--- src/rtl/ras_ctrl.sv ---
// Return-address stack controller.
// Circular array with wrapping top pointer; pushes on a full stack overwrite
// the oldest entry. A one-entry backup of the last popped value lets a
// misprediction flush undo a pop even after a later push reused that slot.
module ras_ctrl #(
    parameter int DEPTH = 8,
    parameter int WIDTH = 32
) (
    input  logic                     clk,
    input  logic                     rst_n,
    input  logic                     PL_stall_ex,
    input  logic                     PL_flush,
    input  logic                     RAS_push,
    input  logic                     RAS_pop,
    input  logic [WIDTH-1:0]         push_data,
    input  logic                     RAS_rollback_pop_id,
    input  logic                     RAS_rollback_push_id,
    input  logic                     RAS_rollback_push_ex,
    output logic [WIDTH-1:0]         top_data,
    output logic                     ras_valid,
    output logic                     ras_full,
    output logic [$clog2(DEPTH):0]   ras_count
);

    localparam int AW = $clog2(DEPTH);
    localparam int CW = AW + 1;
    localparam logic [CW-1:0] CNT_MAX = CW'(DEPTH);
    localparam logic [AW-1:0] TP_ONE  = AW'(1);

    logic [WIDTH-1:0] mem_q [DEPTH];
    logic [AW-1:0]    tp_q, tp_d;
    logic [CW-1:0]    cnt_q, cnt_d;
    logic [WIDTH-1:0] bkp_q, bkp_d;

    logic             wr_en;
    logic [AW-1:0]    wr_addr;
    logic [WIDTH-1:0] wr_data;

    logic signed [2:0]    adj;
    logic [CW+1:0]        adj_ext;
    logic signed [CW+1:0] cnt_sum;

    // Net flush adjustment (-2..+1) and the unclamped count it produces.
    always_comb begin
        adj     = $signed({2'b00, RAS_rollback_pop_id})
                - $signed({2'b00, RAS_rollback_push_id})
                - $signed({2'b00, RAS_rollback_push_ex});
        adj_ext = {{(CW-1){adj[2]}}, adj};
        cnt_sum = $signed({2'b00, cnt_q}) + $signed(adj_ext);
    end

    // Next-state selection: stall freezes, flush rolls back, else IF push/pop.
    always_comb begin
        tp_d    = tp_q;
        cnt_d   = cnt_q;
        bkp_d   = bkp_q;
        wr_en   = 1'b0;
        wr_addr = tp_q;
        wr_data = push_data;
        if (!PL_stall_ex) begin
            if (PL_flush) begin
                tp_d = tp_q + adj_ext[AW-1:0];
                if (cnt_sum < 0)
                    cnt_d = '0;
                else if (cnt_sum > $signed({2'b00, CNT_MAX}))
                    cnt_d = CNT_MAX;
                else
                    cnt_d = cnt_sum[CW-1:0];
                if (RAS_rollback_pop_id) begin
                    wr_en   = 1'b1;
                    wr_addr = tp_q + adj_ext[AW-1:0];
                    wr_data = bkp_q;
                end
            end else if (RAS_push && RAS_pop) begin
                // jalr that returns and calls: replace the top in place
                wr_en   = 1'b1;
                wr_addr = tp_q;
                bkp_d   = mem_q[tp_q];
            end else if (RAS_push) begin
                tp_d    = tp_q + TP_ONE;
                wr_en   = 1'b1;
                wr_addr = tp_q + TP_ONE;
                cnt_d   = (cnt_q == CNT_MAX) ? CNT_MAX : cnt_q + 1'b1;
            end else if (RAS_pop && (cnt_q != '0)) begin
                bkp_d = mem_q[tp_q];
                tp_d  = tp_q - TP_ONE;
                cnt_d = cnt_q - 1'b1;
            end
        end
    end

    // State and storage registers, cleared asynchronously.
    always_ff @(posedge clk or negedge rst_n) begin
        if (!rst_n) begin
            tp_q  <= '0;
            cnt_q <= '0;
            bkp_q <= '0;
            for (int i = 0; i < DEPTH; i++) mem_q[i] <= '0;
        end else begin
            tp_q  <= tp_d;
            cnt_q <= cnt_d;
            bkp_q <= bkp_d;
            if (wr_en) mem_q[wr_addr] <= wr_data;
        end
    end

    // Outputs come from registered state only.
    always_comb begin
        top_data  = (cnt_q != '0) ? mem_q[tp_q] : '0;
        ras_valid = (cnt_q != '0);
        ras_full  = (cnt_q == CNT_MAX);
        ras_count = cnt_q;
    end

endmodule

--- config.mk ---
export PLATFORM = sky130hd
export DESIGN_NAME = ras_ctrl
export DESIGN_NICKNAME = d
export VERILOG_FILES = /design/src/rtl/ras_ctrl.sv
export SDC_FILE = /design/constraint.sdc
export NUM_CORES = 1
export LEC_CHECK = 0
export BUFFER_PORTS_ARGS = -buffer_cell sky130_fd_sc_hd__buf_2
export CAP_MARGIN = 20
export CORE_ASPECT_RATIO = 1.1
export CORE_MARGIN = 5
export CORE_UTILIZATION = 55
export CTS_CLUSTER_DIAMETER = 60
export DETAILED_ROUTE_END_ITERATION = 8
export GPL_ROUTABILITY_DRIVEN = 0
export PLACE_DENSITY = 0.76
export SLEW_MARGIN = 10
export SYNTH_ARGS = -nofsm -noshare
export SYNTH_HDL_FRONTEND = slang
export SYNTH_SLANG_ARGS = --single-unit
--- constraint.sdc ---
create_clock -name clk -period 2.55 [get_ports clk]
set_input_delay 0.3825 -clock clk [delete_from_list [all_inputs] [get_ports clk]]
set_output_delay 0.3825 -clock clk [all_outputs]
set_load 0.01 [all_outputs]
==> impl_metrics.py, run 1 <==
metrics = {
    "run_status": {
        "outcome": "finished with violations",
        "violations": "negative setup slack",
    },
    "route": {
        "wl_mm": 41.45,
        "via_count": 9240,
        "drtIter0Drc": 685,
        "first_pass_iters": 5,
        "via_per_inst": 6.144,
        "antenna_left": 0,
        "post_drt_wl_per_cell_um": 27.56,
        "drc_errors": 0,
    },
    "worst_setup_path": {
        "cp_common_cell": "buf_4",
        "cp.required_ns": 2.98,
        "critPathKind": "primary input to flip-flop",
        "crit_arrival_ns": 3.50,
        "start_kind": "primary input",
        "crit_fanout": 25,
        "cp-end-kind": "flip-flop",
        "cp_slowest_stage_delay_ns": 0.56,
        "cpMaxStageDelayCell": "fa_2",
        "crit_chain": "buf_6 > fa_2 > inv_2 > ha_4 > inv_2 > fa_2 > nor4bb_2 > a21oi_2 > a21oi_2 > buf_4 > buf_4 > buf_4 > nand3_2 > buf_12 > mux2_1",
    },
    "timing": {
        "rsz0062_at_grt": "true",
        "setup_viol": 288,
        "period_share_pct": 120.6,
        "slew_viol_final": 0,
        "hold_viol": 0,
        "tightest_slew_ns": 0.6410,
        "relSlewSlack_pct": 57.26,
        "fmax_mhz": 325.1,
        "finalSetupTns_ns": -101.96,
        "worst_slack_ns": -0.5259,
        "fin_crit_ns": 3.076,
        "fin_worst_skew_ns": 0.01750,
    },
    "finish": {
        "nFillCells": 1470,
        "layout.nets": 1192,
        "register_area_um2": 7388,
        "num_antenna_cells": 0,
        "drive_gt1_share_pct": 56.99,
        "multi_input_area_um2": 7291,
        "synthToLayoutAreaGrowth_pct": 31.66,
        "utilization_pct": 73.40,
    },
    "place": {
        "dp_hpwl_mm": 18.42,
        "numPortBuffers": 78,
    },
    "yosys": {
        "synth_area_per_cell_um2": 14.82,
        "ys_ff_latch": 295,
        "synthCells": 953,
        "syn-cell-area_um2": 14130,
        "yosys-top-cells-area": "dfrtp_1 52%, mux2_2 20%, mux4_2 10%",
        "synth_flop_cell": "dfrtp_1",
        "yosysWarnings": 0,
        "synth_edf_count": 0,
        "synthArstFlopShare_pct": 100.0,
        "yosys-top-cells-count": "295 x dfrtp_1, 257 x mux2_2, 64 x mux4_2, 42 x nor2_1, 39 x nand2_1",
        "yosys.area.top_type_share_pct": 52.26,
        "synth_cell_types": 52,
        "seq_area_frac_synth_pct": 52.26,
        "yosysMostFrequentCell": "dfrtp_1",
        "syn-num-nets": 1007,
        "synth_top_area_cell": "dfrtp_1",
    },
    "floorplan": {
        "die_w_um": 162.8,
        "io-pin-count": 79,
        "chipHeight_um": 178.1,
        "fp.coreArea_um2": 25340,
        "die-area_um2": 28990,
        "row_count": 61,
        "initial_utilization_pct": 55.75,
    },
    "grt": {
        "grt_usage_pct": 26.32,
        "grt_max_degree": 74,
        "grt_util_met3_pct": 3.305,
        "grtUsageMet2_pct": 43.72,
        "antenna_found_initial": 0,
        "grt_pass1_vias": 9850,
        "grt_pass1_wl_mm": 59.08,
        "busiest_layer": "met2",
        "grt-ovfl-total": 0,
        "globalRouteMet1Util_pct": 36.39,
    },
    "clock_network": {
        "htree_num_levels": 1,
        "cts_buffers": 30,
        "cts_tree": "built",
        "clock-sinks": 295,
        "max-clock-path-buffers": 3,
        "path_clk_slew_ns": 0.07,
        "clock_latency_ns": 0.55,
        "clockRootBuffer": "clkbuf_16",
    },
    "pwr": {
        "ir_worst_vdd_v": 0.0006342,
        "power_density_nw_per_um2": 1367,
        "p_total_uw": 25430,
        "p_leak_uw": 0.008390,
    },
    "min_path": {
        "min_path_type": "primary input to flip-flop",
    },
    "run": {
        "max_cap_viol_count": 0,
    },
}
-- path summary, 6_finish.rpt --
check	cells after the start	startpoint	end	slack [ns]
min reg2reg	2	bkp_q[6]	bkp_q[6]	0.47
max	15	RAS_rollback_push_ex	mem_q[133]	-0.53
min in group asynchronous	2	rst_n	mem_q[31]	0.43
max reg2reg	12	tp_q[0]	mem_q[133]	-0.48
max in group asynchronous	3	rst_n	mem_q[212]	1.32
min	3	push_data[8]	mem_q[8]	0.32
-- kinds of logic after synthesis --
logic type      share of synthesized area, %
mux                                    35.85
flops                                  52.26
simple gates                           4.092
buf+inv                                2.879
compound gates                         2.861
fa+ha+maj                              1.311
xor+xnor                              0.7441
-- stage by stage --
stage,cells,hold slack (ns),cell area (um^2),setup WS [ns]
detailed placement,1378,0.4022,15570,-1.021
finish,1504,0.3220,18600,-0.5259
floorplan,953,0.08691,14430,-0.5398
global route,1504,0.3303,18600,-0.5779
CTS,1486,0.3069,18040,-0.3270
global placement,1378,0.4056,15570,-0.9735
-- registers in the layout, summed over array words and instances (netlist names) --
register,count
bkp_q,32
mem_q,256
ras_count,4
tp_q,3
-- worst max-delay path: cells and delay by family --
kind | cells | cell delay [ns]
and+or+nand+nor | 2 | 0.47
muxes | 1 | 0.37
adders and majority gates | 3 | 1.15
buffers and inverters | 7 | 0.82
AOI/OAI and AO/OA | 2 | 0.30
-- final cells by class --
class / instances / area share (%)
flip-flops and latches: 295 / 39.73
inverters: 13 / 0.3297
clock inverters: 13 / 1.043
clock buffers: 39 / 4.494
well taps: 346 / 2.328
multi-input cells: 583 / 39.20
repair buffers: 215 / 12.88
-- routing by layer --
layer  part of all wire, %  wire length [um]
met1                    41             16860
met2                    50             20780
met3                   5.8              2410
met4                   3.4              1399
met5                     0                 0
-- repair_timing --
item                                   in CTS  in global routing
resized for setup                         165                109
setup endpoints to repair                 288                288
gates cloned                               22                  9
endpoints found under the hold margin      67                  0
hold buffers                                1                  0
buffers inserted                           33                 25
pin swaps                                   8                 11
-- placed cells by master, fill, tap and decap left out, types with 14 or more instances in the layout --
master     instances
dfrtp_1          292
mux2_4           180
mux2_2            99
buf_2             74
mux4_2            64
buf_4             57
nor2_1            41
clkbuf_16         39
nand2_1           38
o21ai_0           34
buf_12            32
buf_6             20
mux2i_2           15
mux2i_1           15
buf_16            14
-- power breakdown --
part           internal, uW  switching, uW  total, uW  leakage (uW)
Combinational          7120           5190      12300       0.00420
Clock                  2800           1870       4670      0.000512
Sequential             6960           1490       8440       0.00367
Total                 16900           8550      25400       0.00839
Note: power is estimated with default switching activity, not from simulation.
==> run 2, diff against run 1 <==
PLACE_DENSITY = default   (was 0.76)
PLACE_DENSITY_LB_ADDON = 0.12   (was default)
==> run 2 against run 1 <==
Net effect:
- the run still ends with negative setup slack left
- sequential share of layout area increased by 0.075 points
- global-route usage fell by 1.8 points
- final area down 0.19%
- largest cell class is now multi-input combinational cells
- highest routed layer unchanged
==> impl_metrics.py, run 2 (same netlist as run 1, synthesis figures left out) <==
metrics = {
    "worst_setup_path": {
        "crit_fanout": 8,
        "cp_num_buf_inv": 5,
        "cp.required_ns": 2.97,
        "critPathKind": "primary input to flip-flop",
        "crit_chain": "buf_6 > fa_2 > inv_2 > ha_4 > inv_2 > fa_2 > nor4bb_4 > a21oi_4 > a21oi_2 > nor3b_4 > buf_6 > clkbuf_16 > mux2_4",
        "crit_arrival_ns": 3.29,
        "start_kind": "primary input",
        "cp_slowest_stage_delay_ns": 0.57,
        "cpLargestDelayFamily": "adder cells",
        "cp-end-kind": "flip-flop",
        "cpMaxStageDelayCell": "fa_2",
    },
    "route": {
        "via_per_inst": 5.898,
        "wl_mm": 37.23,
        "drtIter0Drc": 609,
        "first_pass_iters": 4,
        "post_drt_wl_per_cell_um": 24.99,
        "antenna_left": 0,
        "via_count": 8788,
        "drc_errors": 0,
    },
    "timing": {
        "slew_viol_final": 0,
        "tightest_slew_ns": 0.6289,
        "fin_worst_skew_ns": 0.01640,
        "relSlewSlack_pct": 58.07,
        "hold_viol": 0,
        "finalSetupTns_ns": -59.43,
        "fin_crit_ns": 2.865,
        "fmax_mhz": 349.1,
        "period_share_pct": 112.3,
        "setup_viol": 288,
        "worst_slack_ns": -0.3149,
        "rsz0062_at_grt": "true",
    },
    "clock_network": {
        "cts_tree": "built",
        "path_clk_slew_ns": 0.06,
        "htree_num_levels": 1,
        "clockRootBuffer": "clkbuf_16",
        "clock_latency_ns": 0.56,
        "cts_buffers": 31,
        "clock-sinks": 295,
        "max-clock-path-buffers": 3,
    },
    "finish": {
        "utilization_pct": 73.26,
        "num_antenna_cells": 0,
        "layout_commonest_cell": "dfrtp_1",
        "drive_gt1_share_pct": 57.34,
        "layout_common_cells": "292 x dfrtp_1, 187 x mux2_4, 93 x mux2_2, 75 x buf_2, 64 x mux4_2",
        "synthToLayoutAreaGrowth_pct": 31.41,
        "largest_register": "mem_q",
        "largest_reg_flops": 256,
        "stdcell_count": 1490,
        "nFillCells": 1602,
        "layout.nets": 1178,
    },
    "pwr": {
        "switching_power_uw": 7940,
        "p_clk_share_pct": 18.4,
        "p_sw_share_pct": 32.34,
        "p_leak_uw": 0.008379,
        "power_density_nw_per_um2": 1322,
        "internal_power_uw": 16610,
        "combPwrFrac_pct": 47.8,
        "p_seq_share_pct": 33.7,
        "ir_worst_vdd_v": 0.0009274,
    },
    "place": {
        "dp_hpwl_mm": 18.55,
        "dpl.cell_count": 1380,
        "numPortBuffers": 78,
        "place_ws_ns": -0.9226,
    },
    "min_path": {
        "min_path_type": "primary input to flip-flop",
    },
    "grt": {
        "grt_max_degree": 73,
        "grt_usage_pct": 24.52,
        "grt_pass1_wl_mm": 55.36,
        "grt_pass1_vias": 9598,
        "antenna_found_initial": 0,
        "grt-ovfl-total": 0,
    },
    "floorplan": {
        "chipHeight_um": 178.1,
        "io-pin-count": 79,
        "initial_utilization_pct": 55.75,
        "die-area_um2": 28990,
        "die_w_um": 162.8,
        "fp.coreArea_um2": 25340,
        "row_count": 61,
    },
    "run_status": {
        "outcome": "finished with violations",
        "violations": "negative setup slack",
    },
    "run": {
        "max_cap_viol_count": 0,
    },
}
-- run 2: power by group through the flow --
| stage | Combinational [uW] | Clock, uW | Sequential (uW) |
|---|---|---|---|
| floorplan | 6760 | 0 | 7770 |
| global placement | 9000 | 0 | 8100 |
| detailed placement | 9200 | 0 | 8190 |
| CTS | 10700 | 4560 | 8170 |
| global route | 12500 | 4780 | 8530 |
| finish | 11700 | 4520 | 8280 |
-- run 2: layout make-up --
type                       count  area (um^2)  area share [%]
inverter                      13        61.31          0.3303
clock inverter                 4        76.32          0.4112
tap                          346        432.9           2.332
timing repair buffer         200         2253           12.14
multi-input combinational    583         7407           39.90
sequential                   295         7388           39.80
clock buffer                  49        943.4           5.082
-- run 2: final timing paths --
path / from / to / slack (ns) / cells past startpoint
max: RAS_rollback_push_ex / mem_q[36] / -0.31 / 13
min: push_data[20] / mem_q[212] / 0.31 / 3
max reg2reg: tp_q[0] / mem_q[36] / -0.29 / 10
min reg2reg: bkp_q[28] / bkp_q[28] / 0.48 / 2
max in group asynchronous: rst_n / mem_q[210] / 1.35 / 3
min in group asynchronous: rst_n / ras_count[0] / 0.38 / 2
-- run 2: per-layer routing --
layer	track usage, %	vias up	wire, um
li1	-	3851	-
met1	33.60	4684	15810
met2	42.60	201	19050
met3	2.958	52	1469
met4	5.348	0	903
met5	0	-	0
-- run 2: tightest hold or removal path, delay by kind of cell --
family / cells / cell delay, ns
muxes: 2 / 0.38
buffers and inverters: 1 / 0.07
-- run 2: timing repair --
action	CTS	global route
resized for setup	132	121
setup buffers	29	6
gates cloned	19	8
pin swaps	5	8
endpoints found under the hold margin	61	0
hold buffers	1	0
endpoints found under the setup margin	288	292
-- run 2: through the flow --
step	power, uW	area, um^2	hold slack (ns)
2_1_floorplan	14530	14430	0.08691
3_3_place_gp	17100	15630	0.3722
3_5_place_dp	17390	15630	0.3839
4_1_cts	23470	17910	0.2897
5_1_grt	25830	18560	0.3210
6_report	24550	18560	0.3122
